File: src/rtl/arb_pkg.sv
// Shared types for the four-way round-robin arbiter.
// Optional feature macro: RR_ARB4WAY16_LOCK_EN (adds the LOCKED state label).
package arb_pkg;

  localparam int NUM_REQ = 4;

  typedef logic [1:0] req_idx_t;

  // Output-slot occupancy; LOCKED names the packet-lock condition in lock builds.
  typedef enum logic [1:0] {
    EMPTY = 2'd0,
    FULL  = 2'd1
`ifdef RR_ARB4WAY16_LOCK_EN
    ,
    LOCKED = 2'd2
`endif
  } state_t;

  // One-hot decode of a requester index.
  function automatic logic [NUM_REQ-1:0] idx2onehot(req_idx_t idx);
    return 4'b0001 << idx;
  endfunction

endpackage

File: src/rtl/Mux4Way16.sv
// Four-way 16-bit word multiplexer (existing datapath block).
// Optional feature macro: none (RR_ARB4WAY16_LOCK_EN does not affect this file).
module Mux4Way16 (
  input  logic [15:0] a,
  input  logic [15:0] b,
  input  logic [15:0] c,
  input  logic [15:0] d,
  input  logic [1:0]  sel,
  output logic [15:0] out
);

  // Select one of four words by sel.
  always_comb begin
    out = a;
    case (sel)
      2'd0:    out = a;
      2'd1:    out = b;
      2'd2:    out = c;
      default: out = d;
    endcase
  end

endmodule

File: src/rtl/rr_pick4.sv
// Combinational rotating-priority picker: first valid requester at or after ptr.
// Optional feature macro: none (RR_ARB4WAY16_LOCK_EN does not affect this file).
module rr_pick4
  import arb_pkg::*;
(
  input  logic [NUM_REQ-1:0] in_valid,
  input  req_idx_t           ptr,
  output req_idx_t           grant,
  output logic               any_valid
);

  req_idx_t idx;

  // Scan from the farthest offset back to ptr so the nearest valid index wins last.
  always_comb begin
    grant = ptr;
    idx   = ptr;
    for (int k = NUM_REQ - 1; k >= 0; k--) begin
      idx = ptr + req_idx_t'(k);
      if (in_valid[idx]) grant = idx;
    end
  end

  assign any_valid = |in_valid;

endmodule

File: src/rtl/rr_arb4way16.sv
// Four-requester round-robin arbiter with a registered 16-bit output slot.
// Optional feature macro: RR_ARB4WAY16_LOCK_EN adds in_last/out_last and a
// packet lock that holds the grant on one requester until its last beat.
module rr_arb4way16
  import arb_pkg::*;
#(
  parameter int WIDTH = 16
) (
  input  logic               clk,
  input  logic               rst_n,
  input  logic [3:0]         in_valid,
  input  logic [WIDTH-1:0]   in_data_a,
  input  logic [WIDTH-1:0]   in_data_b,
  input  logic [WIDTH-1:0]   in_data_c,
  input  logic [WIDTH-1:0]   in_data_d,
`ifdef RR_ARB4WAY16_LOCK_EN
  input  logic [3:0]         in_last,
  output logic               out_last,
`endif
  output logic [3:0]         in_ready,
  output logic               out_valid,
  output logic [WIDTH-1:0]   out_data,
  output logic [1:0]         out_sel,
  input  logic               out_ready
);

  state_t            state_q, state_d;
  req_idx_t          ptr_q;
  logic [WIDTH-1:0]  data_p1;
  req_idx_t          sel_p1;
  logic [WIDTH-1:0]  mux_p0;
  logic [3:0]        pick_valid;
  req_idx_t          pick_ptr;
  req_idx_t          grant;
  logic              any_valid;
  logic              take;
  logic              xfer;

`ifdef RR_ARB4WAY16_LOCK_EN
  logic              lock_q;
  req_idx_t          lock_idx_q;
  logic              last_p1;

  // While locked only the owning requester is visible to the picker.
  assign pick_valid = lock_q ? (in_valid & idx2onehot(lock_idx_q)) : in_valid;
  assign pick_ptr   = lock_q ? lock_idx_q : ptr_q;
  assign out_last   = last_p1;
`else
  assign pick_valid = in_valid;
  assign pick_ptr   = ptr_q;
`endif

  rr_pick4 u_pick (
    .in_valid  (pick_valid),
    .ptr       (pick_ptr),
    .grant     (grant),
    .any_valid (any_valid)
  );

  Mux4Way16 u_mux (
    .a   (in_data_a),
    .b   (in_data_b),
    .c   (in_data_c),
    .d   (in_data_d),
    .sel (grant),
    .out (mux_p0)
  );

  // The slot can accept a new beat when empty or draining this cycle;
  // rst_n gates ready so no handshake completes while reset is held.
  assign take     = (state_q == EMPTY) || out_ready;
  assign xfer     = take && any_valid && rst_n;
  assign in_ready = xfer ? idx2onehot(grant) : 4'b0000;

  // Output-slot next state: fill on transfer, empty on drain without refill.
  always_comb begin
    state_d = state_q;
    case (state_q)
      EMPTY: if (xfer) state_d = FULL;
      FULL: begin
        if (xfer)           state_d = FULL;
        else if (out_ready) state_d = EMPTY;
      end
      default: state_d = EMPTY;
    endcase
  end

  // ---- stage p0 -> p1: register the granted word, index and pointer ----
  always_ff @(posedge clk or negedge rst_n) begin
    if (!rst_n) begin
      state_q <= EMPTY;
      ptr_q   <= '0;
      data_p1 <= '0;
      sel_p1  <= '0;
    end else begin
      state_q <= state_d;
      if (xfer) begin
        data_p1 <= mux_p0;
        sel_p1  <= grant;
`ifndef RR_ARB4WAY16_LOCK_EN
        ptr_q   <= grant + 2'd1;
`else
        if (in_last[grant]) ptr_q <= grant + 2'd1;
`endif
      end
    end
  end

`ifdef RR_ARB4WAY16_LOCK_EN
  // Lock tracking: hold the grant on a requester until its last beat transfers.
  always_ff @(posedge clk or negedge rst_n) begin
    if (!rst_n) begin
      lock_q     <= 1'b0;
      lock_idx_q <= '0;
      last_p1    <= 1'b0;
    end else if (xfer) begin
      last_p1    <= in_last[grant];
      lock_q     <= !in_last[grant];
      lock_idx_q <= grant;
    end
  end
`endif

  assign out_valid = (state_q == FULL);
  assign out_data  = data_p1;
  assign out_sel   = sel_p1;

endmodule

File: config.mk
export PLATFORM = sky130hd
export DESIGN_NAME = rr_arb4way16
export DESIGN_NICKNAME = d
export VERILOG_FILES = /design/src/rtl/arb_pkg.sv /design/src/rtl/Mux4Way16.sv /design/src/rtl/rr_pick4.sv /design/src/rtl/rr_arb4way16.sv
export SDC_FILE = /design/constraint.sdc
export NUM_CORES = 1
export LEC_CHECK = 0
export ABC_AREA = 1
export CORE_UTILIZATION = 35
export CTS_CLUSTER_SIZE = 40
export DETAILED_ROUTE_END_ITERATION = 6
export PLACE_DENSITY_LB_ADDON = 0.25
export SLEW_MARGIN = 20
export SYNTH_ARGS = -nofsm -noshare
export SYNTH_HDL_FRONTEND = slang
export SYNTH_HIERARCHICAL = 1
export SYNTH_SLANG_ARGS = --single-unit
export TNS_END_PERCENT = 50
File: constraint.sdc
create_clock -name clk -period 1.74 [get_ports clk]
set_input_delay 0.435 -clock clk [delete_from_list [all_inputs] [get_ports clk]]
set_output_delay 0.435 -clock clk [all_outputs]
set_load 0.05 [all_outputs]
== Yosys cells after proc, flatten, opt, wreduce, memory -nomap -nowiden ==
Index checks and enable logic that the tools add are counted.

* Bits of input ports: 71
* Word-level logic and storage cells: 43
* Bits in registers: 22
* Output and inout bits: 23

* Add/sub/neg operators: 4
* Eq/ne operators: 5
* Mux-type cells: 18
* $lt $le $gt $ge: 4
* Reductions and logical operators: 7
* Shifts and indexed selects: 1

{| class="wikitable"
|+ Operators with widths
! operator !! number
|-
| $pmux W16 S3 || 1
|-
| $mux W2 || 7
|-
| $lt A2 B3 Y1 const B || 4
|-
| $bmux W1 S2 || 4
|-
| $add A2 B1 Y2 const B || 2
|-
| $add A2 B2 Y2 const B || 2
|-
| $eq A2 B1 Y1 const B || 2
|-
| $logic_not A2 Y1 || 2
|-
| $mux W1 || 4
|-
| $mux W4 || 1
|-
| $pmux W2 S2 || 1
|-
| $reduce_or A4 Y1 || 1
|-
| $shl A1 B2 Y4 const A || 1
|-
| $ne A3 B1 Y1 const B || 1
|-
| $eq A2 B2 Y1 const B || 1
|-
| $logic_and A1 B1 Y1 || 2
|-
| $ne A2 B2 Y1 const B || 1
|-
| $reduce_and A2 Y1 || 1
|-
| $logic_or A1 B1 Y1 || 1
|}

== Longest topological paths before layout ==
* Depth in word-level cells: 9
* Gate-level depth with buffers: 18
* Mapped depth without buffers: 15

== Cells and area by module ==
The synthesis kept the hierarchy.

{| class="wikitable"
|+ Modules (own cells, without submodules)
! module !! cells each !! instances !! area an instance (um2) !! seq. area each (um2)
|-
| rr_arb4way16 || 107 || 1 || 948.4 || 525.5
|-
| Mux4Way16 || 94 || 1 || 524.3 || 0.0
|-
| rr_pick4 || 50 || 1 || 217.7 || 0.0
|}

== Worst setup path after synthesis ==
Ideal clock, no wire load.

* Path type: register to output
* From: register ptr_q[0] (netlist: pick_ptr[0])
* To: output in_ready[2]
* Path buffers: 1
* Data arrival time: 2032 ps
* Data required time: 1305 ps
* Setup slack: -727 ps
* Cell stages (with the launch flop): 16
* Path through: dfrtp_1 > buf_6 > inv_6 > nand2_1 > nand2_1 > nand2_1 > nand2_1 > nand2_1 > nand2_1 > nand2_1 > nand2_1 > nand2_1 > inv_1 > ha_1 > inv_1 > nor2_1

* Word-level cells in the longest chain between the ends: 9
* Elaborated cells on any way between the ends: 17
* Classes of those cells: add/sub (3); shift (1); mux (13)

{| class="wikitable"
|+ RTL lines
! what !! line !! text
|-
| from (decl) || rr_arb4way16.sv:28 || <nowiki>req_idx_t ptr_q;</nowiki>
|-
| from (signal assigned) || rr_arb4way16.sv:101 || <nowiki>ptr_q <= grant + 2'd1;</nowiki>
|-
| $add A2 B2 Y2 || rr_pick4.sv:19 || <nowiki>idx = ptr + req_idx_t'(k);</nowiki>
|-
| $bmux W1 S2 || rr_pick4.sv:20 || <nowiki>if (in_valid[idx]) grant = idx;</nowiki>
|-
| $mux W1 (not written as such) || rr_pick4.sv:20 ||
|-
| $mux W2 (3 in a row) || rr_pick4.sv:20 ||
|-
| $mux W2 * || rr_pick4.sv:20 ||
|-
| net grant[0] || rr_arb4way16.sv:34 || <nowiki>req_idx_t grant;</nowiki>
|-
| $shl A1 B2 Y4 * || arb_pkg.sv:21 || <nowiki>return 4'b0001 << idx;</nowiki>
|-
| $mux W4 * || rr_arb4way16.sv:73 || <nowiki>assign in_ready = xfer ? idx2onehot(grant) : 4'b0000;</nowiki>
|-
| to (decl) || rr_arb4way16.sv:20 || <nowiki>output logic [3:0] in_ready,</nowiki>
|}

The timed path passes the listed nets; every way through them passes the cells marked *. The select of a mux whose other input is x is not followed.

== Worst setup path in the final report ==
Ends and elaborated chain as after synthesis.

==> flow_summary_export.csv <==
group,metric,value,unit
global_routing,grt_use_total,22.9,%
timing,post-route-min-period,2440,ps
floorplan,start_util,37.5,%
timing,finalHoldViolCount,0,
worst_setup_path,critPathKind,"reg -> out",
drt,num_vias,2107,
worst_setup_path,worstPathRequired,1300,ps
pwr,p_leak,1.39,nW
synth,async_flop_share,100,%
cells_and_area,antenna_cells,0,
synth,synth_edf_count,0,
cells_and_area,layout_common_cells,"nand3_1 (69), nand2_1 (66), clkdlybuf4s50_1 (66)",
floorplan,io_pins,94,
clock_tree,cts_root_buffer,"clkbuf_8",
global_routing,grt_pass1_vias,2010,
placement,portBuffers,93,
cells_and_area,area_delta_synth_final,76.4,%
pwr,pwr-share-clk,4.7,%
drt,viasPerCell,5.19,
synth,syn-instance-count,251,
global_routing,grt_pass1_wl,9.32,mm
worst_setup_path,critPathArrivalTime,2010,ps
timing,setup_viol,22,
floorplan,die_y,71.5,um
flow_run,drv_cap,0,
cells_and_area,fin_nets,430,
pwr,ir_drop,0.894,mV
synth,synth_area,1690,um2
synth,synth_area_per_cell,6.73,um2
pwr,pwr-share-comb,82.2,%
timing,maxSlewHeadroom,80.1,%
pwr,power_density,2260,nW/um2
drt,drt-pass1-iter-count,4,
floorplan,dieWidth,71.5,um
global_routing,grt_max_degree,24,
clock_tree,clkLatencyLatePin,260,ps
clock_tree,clkTransAtPathRegs,80,ps
clock_tree,cts_tree,"built",
placement,placed_area,2670,um2
placement,gp_congestion,0.805,
drt,wl_per_cell,14.1,um
clock_tree,cts_num_sinks,21,
clock_tree,clockBufferDepth,2,
cells_and_area,final_common_cell,"nand3_1",
clock_tree,htree_levels,1,
global_routing,antenna_found_initial,0,
timing,timing.hold.ws,481,ps
pwr,swShare,56.5,%
synth,syn_nets,326,
worst_setup_path,critPathCaptureType,"primary output",
pwr,p_int,2.94,mW
timing,finalCritPeriodShare,140,%
cells_and_area,fin_util,66.2,%
placement,hpwl,4.03,mm
cells_and_area,final_area,2980,um2
status,violations,"setup timing",
drt,drc,0,
drt,drt_iter0_drc,98,
floorplan,core,4500,um2
synth,synth_cell_type_count,18,
clock_tree,numCtsBuffers,3,
worst_setup_path,start_kind,"flip-flop",
drt,routed_wl,5.73,mm
worst_setup_path,worst-path-max-fanout,6,
pwr,power_frac_seq,13.1,%
synth,ys_seq_area_share,31.1,%
synth,ys_seq_elements,21,
pwr,p_total,6.75,mW
timing,worst_pin_slew,299,ps
timing,slew_viol_final,0,
timing,grt_setup_unrepaired,"true",
timing,fmax,0.410,GHz
cells_and_area,drive_gt1_share,30.8,%
pwr,switchingPower,3.82,mW
floorplan,placementRows,24,
drt,drtAntennaViolNets,0,
synth,synth-main-ff-cell,"dfrtp_1",
timing,skew,5.32,ps
synth,yosys_warnings,6,
status,status,"complete, but fails checks",
min_path,worstHoldPathType,"reg -> reg",
global_routing,grt-ovfl-total,0,
floorplan,dieArea,5110,um2
timing,layout_setup_ws,-701,ps
-- final timing paths --
path / cells after the start / slack (ps) / from / end
min in group asynchronous: 2 / 590 / rst_n / pick_ptr[0]
max in group asynchronous: 2 / 920 / rst_n / pick_ptr[1]
hold / removal: 2 / 480 / out_data[3] / out_data[3]
hold reg to reg: 2 / 480 / out_data[3] / out_data[3]
setup / recovery: 15 / -700 / pick_ptr[0] / in_ready[2]
setup reg to reg: 18 / -540 / pick_ptr[0] / out_data[5]
-- worst max-delay path: stages, from the launching register on --
cell,delay (ps)
dfrtp_2,480
buf_6,160
nand2_2,50
nand2_2,90
nand2_2,70
nand2_2,70
nand2_2,50
nand2_2,70
nand2_1,60
nand2_2,80
nand2_4,90
inv_6,90
ha_4,120
inv_2,40
nor2_4,90
buf_12,140
-- state kept, by name, indices dropped and copies added, names as in the netlist --
signal,cells
out_sel,2
pick_ptr,2
out_data,16
state_q,1
-- power by group through the flow --
stage | logic [mW] | clock network (mW) | registers (mW)
after global routing | 6.01 | 0.348 | 0.908
after global placement | 4.46 | 0 | 0.885
after floorplan | 2.92 | 0 | 1.51
after CTS | 5.24 | 0.325 | 0.881
final | 5.55 | 0.320 | 0.885
after detailed placement | 4.51 | 0 | 0.888
-- cell families after synthesis --
kind of cell             after synthesis  share of synthesized area [%]
adder cells (fa/ha/maj)                4                           2.96
AND/OR/NAND/NOR                      187                           51.4
buffers and inverters                 37                           14.0
flip-flops                            21                           31.1
AO/OA/AOI/OAI                          2                          0.592
-- timing repair --
action | 4_1_cts | 5_1_grt
hold buffers | 0 | 0
cloned | 1 | 0
gates resized for setup | 38 | 28
endpoints found under the setup margin | 22 | 23
buffers inserted | 7 | 2
pin swaps | 45 | 23
-- stage by stage --
stage               setup slack, ps  TNS, ps  instances
finish                         -701   -11180        406
global route                   -790   -13920        406
CTS                            -675    -9940        405
detailed placement             -836   -16700        393
global placement               -784   -15550        393
floorplan                      -292    -1830        251
-- synthesized netlist by cell type (2+ instances only) --
cell | count | share of area, %
buf_6 | 8 | 5.3
buf_4 | 7 | 3.1
nand2_2 | 3 | 1.1
inv_1 | 11 | 2.4
nand2_1 | 87 | 19
nand4_1 | 17 | 6.3
inv_2 | 7 | 1.6
dfrtp_1 | 21 | 31
nor2_1 | 4 | 0.89
ha_1 | 4 | 3.0
buf_2 | 2 | 0.59
nand3_1 | 74 | 22
-- layer usage --
metal | global-route usage (%) | up-vias | wire length (um)
met3 | 5.49 | 6 | 425
met2 | 40.2 | 89 | 2990
met5 | 0 | - | 0
met4 | 5.88 | 0 | 63
met1 | 28.1 | 969 | 2250
li1 | - | 1043 | -
-- area by class of cell --
| class | count | area [um2] |
|---|---|---|
| tap | 52 | 65.1 |
| inverter | 19 | 96.3 |
| sequential | 21 | 528 |
| fill | 377 | 1520 |
| multi-input combinational | 194 | 1140 |
| timing repair buffer | 116 | 1110 |
| clock buffer | 4 | 45.0 |
(Power assumes the default switching activity.)
==> RTL change, RTL diff (same flow settings) <==
The option `RR_ARB4WAY16_LOCK_EN` is turned on by a define.
--- a/src/rtl/arb_pkg.sv
+++ b/src/rtl/arb_pkg.sv
@@ -1,5 +1,7 @@
 // Shared types for the four-way round-robin arbiter.
 // Optional feature macro: RR_ARB4WAY16_LOCK_EN (adds the LOCKED state label).
+`define RR_ARB4WAY16_LOCK_EN
+
 package arb_pkg;
 
   localparam int NUM_REQ = 4;
Interface: changed (added in_last and out_last); port bits go from 94 to 99. The function was not compared with the original's and may differ.
==> RTL change against the original RTL <==
  * Count of clock-buffer cells in the layout is 1 lower
  * The run still ends with negative setup slack left
  * Die area is 8.5% higher
  * Design area is 14% higher
  * Routed wire length is 8.3% higher
  * Synthesized area is 8.7% higher
  * Worst setup slack worse by 0.34 ns
  * Sequential cell count is 2 higher
Power is not shown: default switching activity piles up to over one toggle a cycle in this logic, so the estimate is an artifact.
==> RTL change: results (changes against the original RTL) <==
Status
  – Result of the run: finished with violations (unchanged)
  – Failing checks: negative setup slack (unchanged)

Setup path
  – Cell type of the slowest stage on the worst timing path: sky130_fd_sc_hd__dfrtp_1 (was sky130_fd_sc_hd__dfrtp_2)
  – Worst reg-to-reg setup slack: -0.75 ns (was -0.54 ns)
  – Delay of the slowest critical-path stage: 0.42 ns (was 0.48 ns)
  – Critical Path End: in_ready[0] (was in_ready[2])
  – Worst setup path startpoint: lock_q (was pick_ptr[0])
  – Arrival time worst endpoint: 2.34 ns (was 2.01 ns)
  – Length in cells of the worst reg-to-reg path: 24 (was 18)
  – Crit Reg-Reg Endpoint: ptr_q[0] (was out_data[5])

Timing
  – Final setup violation count: 26 (was 22)
  – Hold slack: 0.478 ns (was 0.481 ns)
  – Final critical-path setup slack: -1.04 ns (was -0.701 ns)
  – Setup TNS after final layout: -17.36 ns (was -11.18 ns)
  – Slew at the pin with the worst max-slew slack: 0.293 ns (was 0.299 ns)

Route
  – Sum of routed wire segments on met1: 2470 um (was 2250 um)
  – Detailed-route wire length: 6200 um (was 5730 um)
  – Routed length on met2: 3180 um (was 2990 um)
  – 1st-iter DRT viols: 56 (was 98)

Worst hold path
  – HP Start: out_data[1] (was out_data[3])
  – Hold Path End: out_data[1] (was out_data[3])

Final layout
  – Clock tree buffer count of the final layout: 3 (was 4)
  – Fill cells: 446 (was 377)
  – ClkCell Share: 0.0136 (was 0.0151)
  – Non-clock buffer count in the final layout: 138 (was 116)
  – Inverters: 24 (was 19)
  – Post-layout util: 0.672 (was 0.662)
  – Area taken by flip-flops and latches: 578 sq um (was 528 sq um)

Clock tree
  – Number of buffers added for setup after CTS: 9 (was 7)

Placed design
  – Area of placed instances: 3040 sq um (was 2670 sq um)
  – Detailed Place HPWL: 4530 um (was 4030 um)
  – Number of buffer cells added on primary ports: 98 (was 93)

Yosys
  – Nets in the synthesized netlist: 359 (was 326)
  – Sequential-to-total area share from yosys stat: 0.313 (was 0.311)
  – Number of distinct library cell variants in the gate-level netlist after synthesis: 22 (was 18)
  – Post-synthesis area per instance: 6.56 sq um (was 6.73 sq um)

Global routing
  – Global routing usage on met3: 0.0461 (was 0.0549)
  – Number of global-route vias before repair: 2,209 (was 2,010)
  – Met1 track demand over resource in global routing: 0.247 (was 0.281)
  – GRT Resource Usage Total: 0.221 (was 0.229)

Floorplan
  – Total number of tap cells: 70 (was 52)
[RTL change: changes by cell type after synthesis]
cell | before | now
sky130_fd_sc_hd__inv_1 | 11 | 17
sky130_fd_sc_hd__dfrtp_1 | 21 | 23
sky130_fd_sc_hd__buf_4 | 7 | 3
sky130_fd_sc_hd__buf_12 | 0 | 1
sky130_fd_sc_hd__inv_2 | 7 | 6
sky130_fd_sc_hd__nand2_4 | 1 | 0
sky130_fd_sc_hd__and3_1 | 0 | 1
sky130_fd_sc_hd__a21oi_2 | 0 | 1
sky130_fd_sc_hd__nor2_1 | 4 | 8
sky130_fd_sc_hd__o21ai_0 | 0 | 3
sky130_fd_sc_hd__nand3_1 | 74 | 58
sky130_fd_sc_hd__buf_6 | 8 | 9
sky130_fd_sc_hd__nand2_1 | 87 | 118
sky130_fd_sc_hd__nor3b_1 | 0 | 1
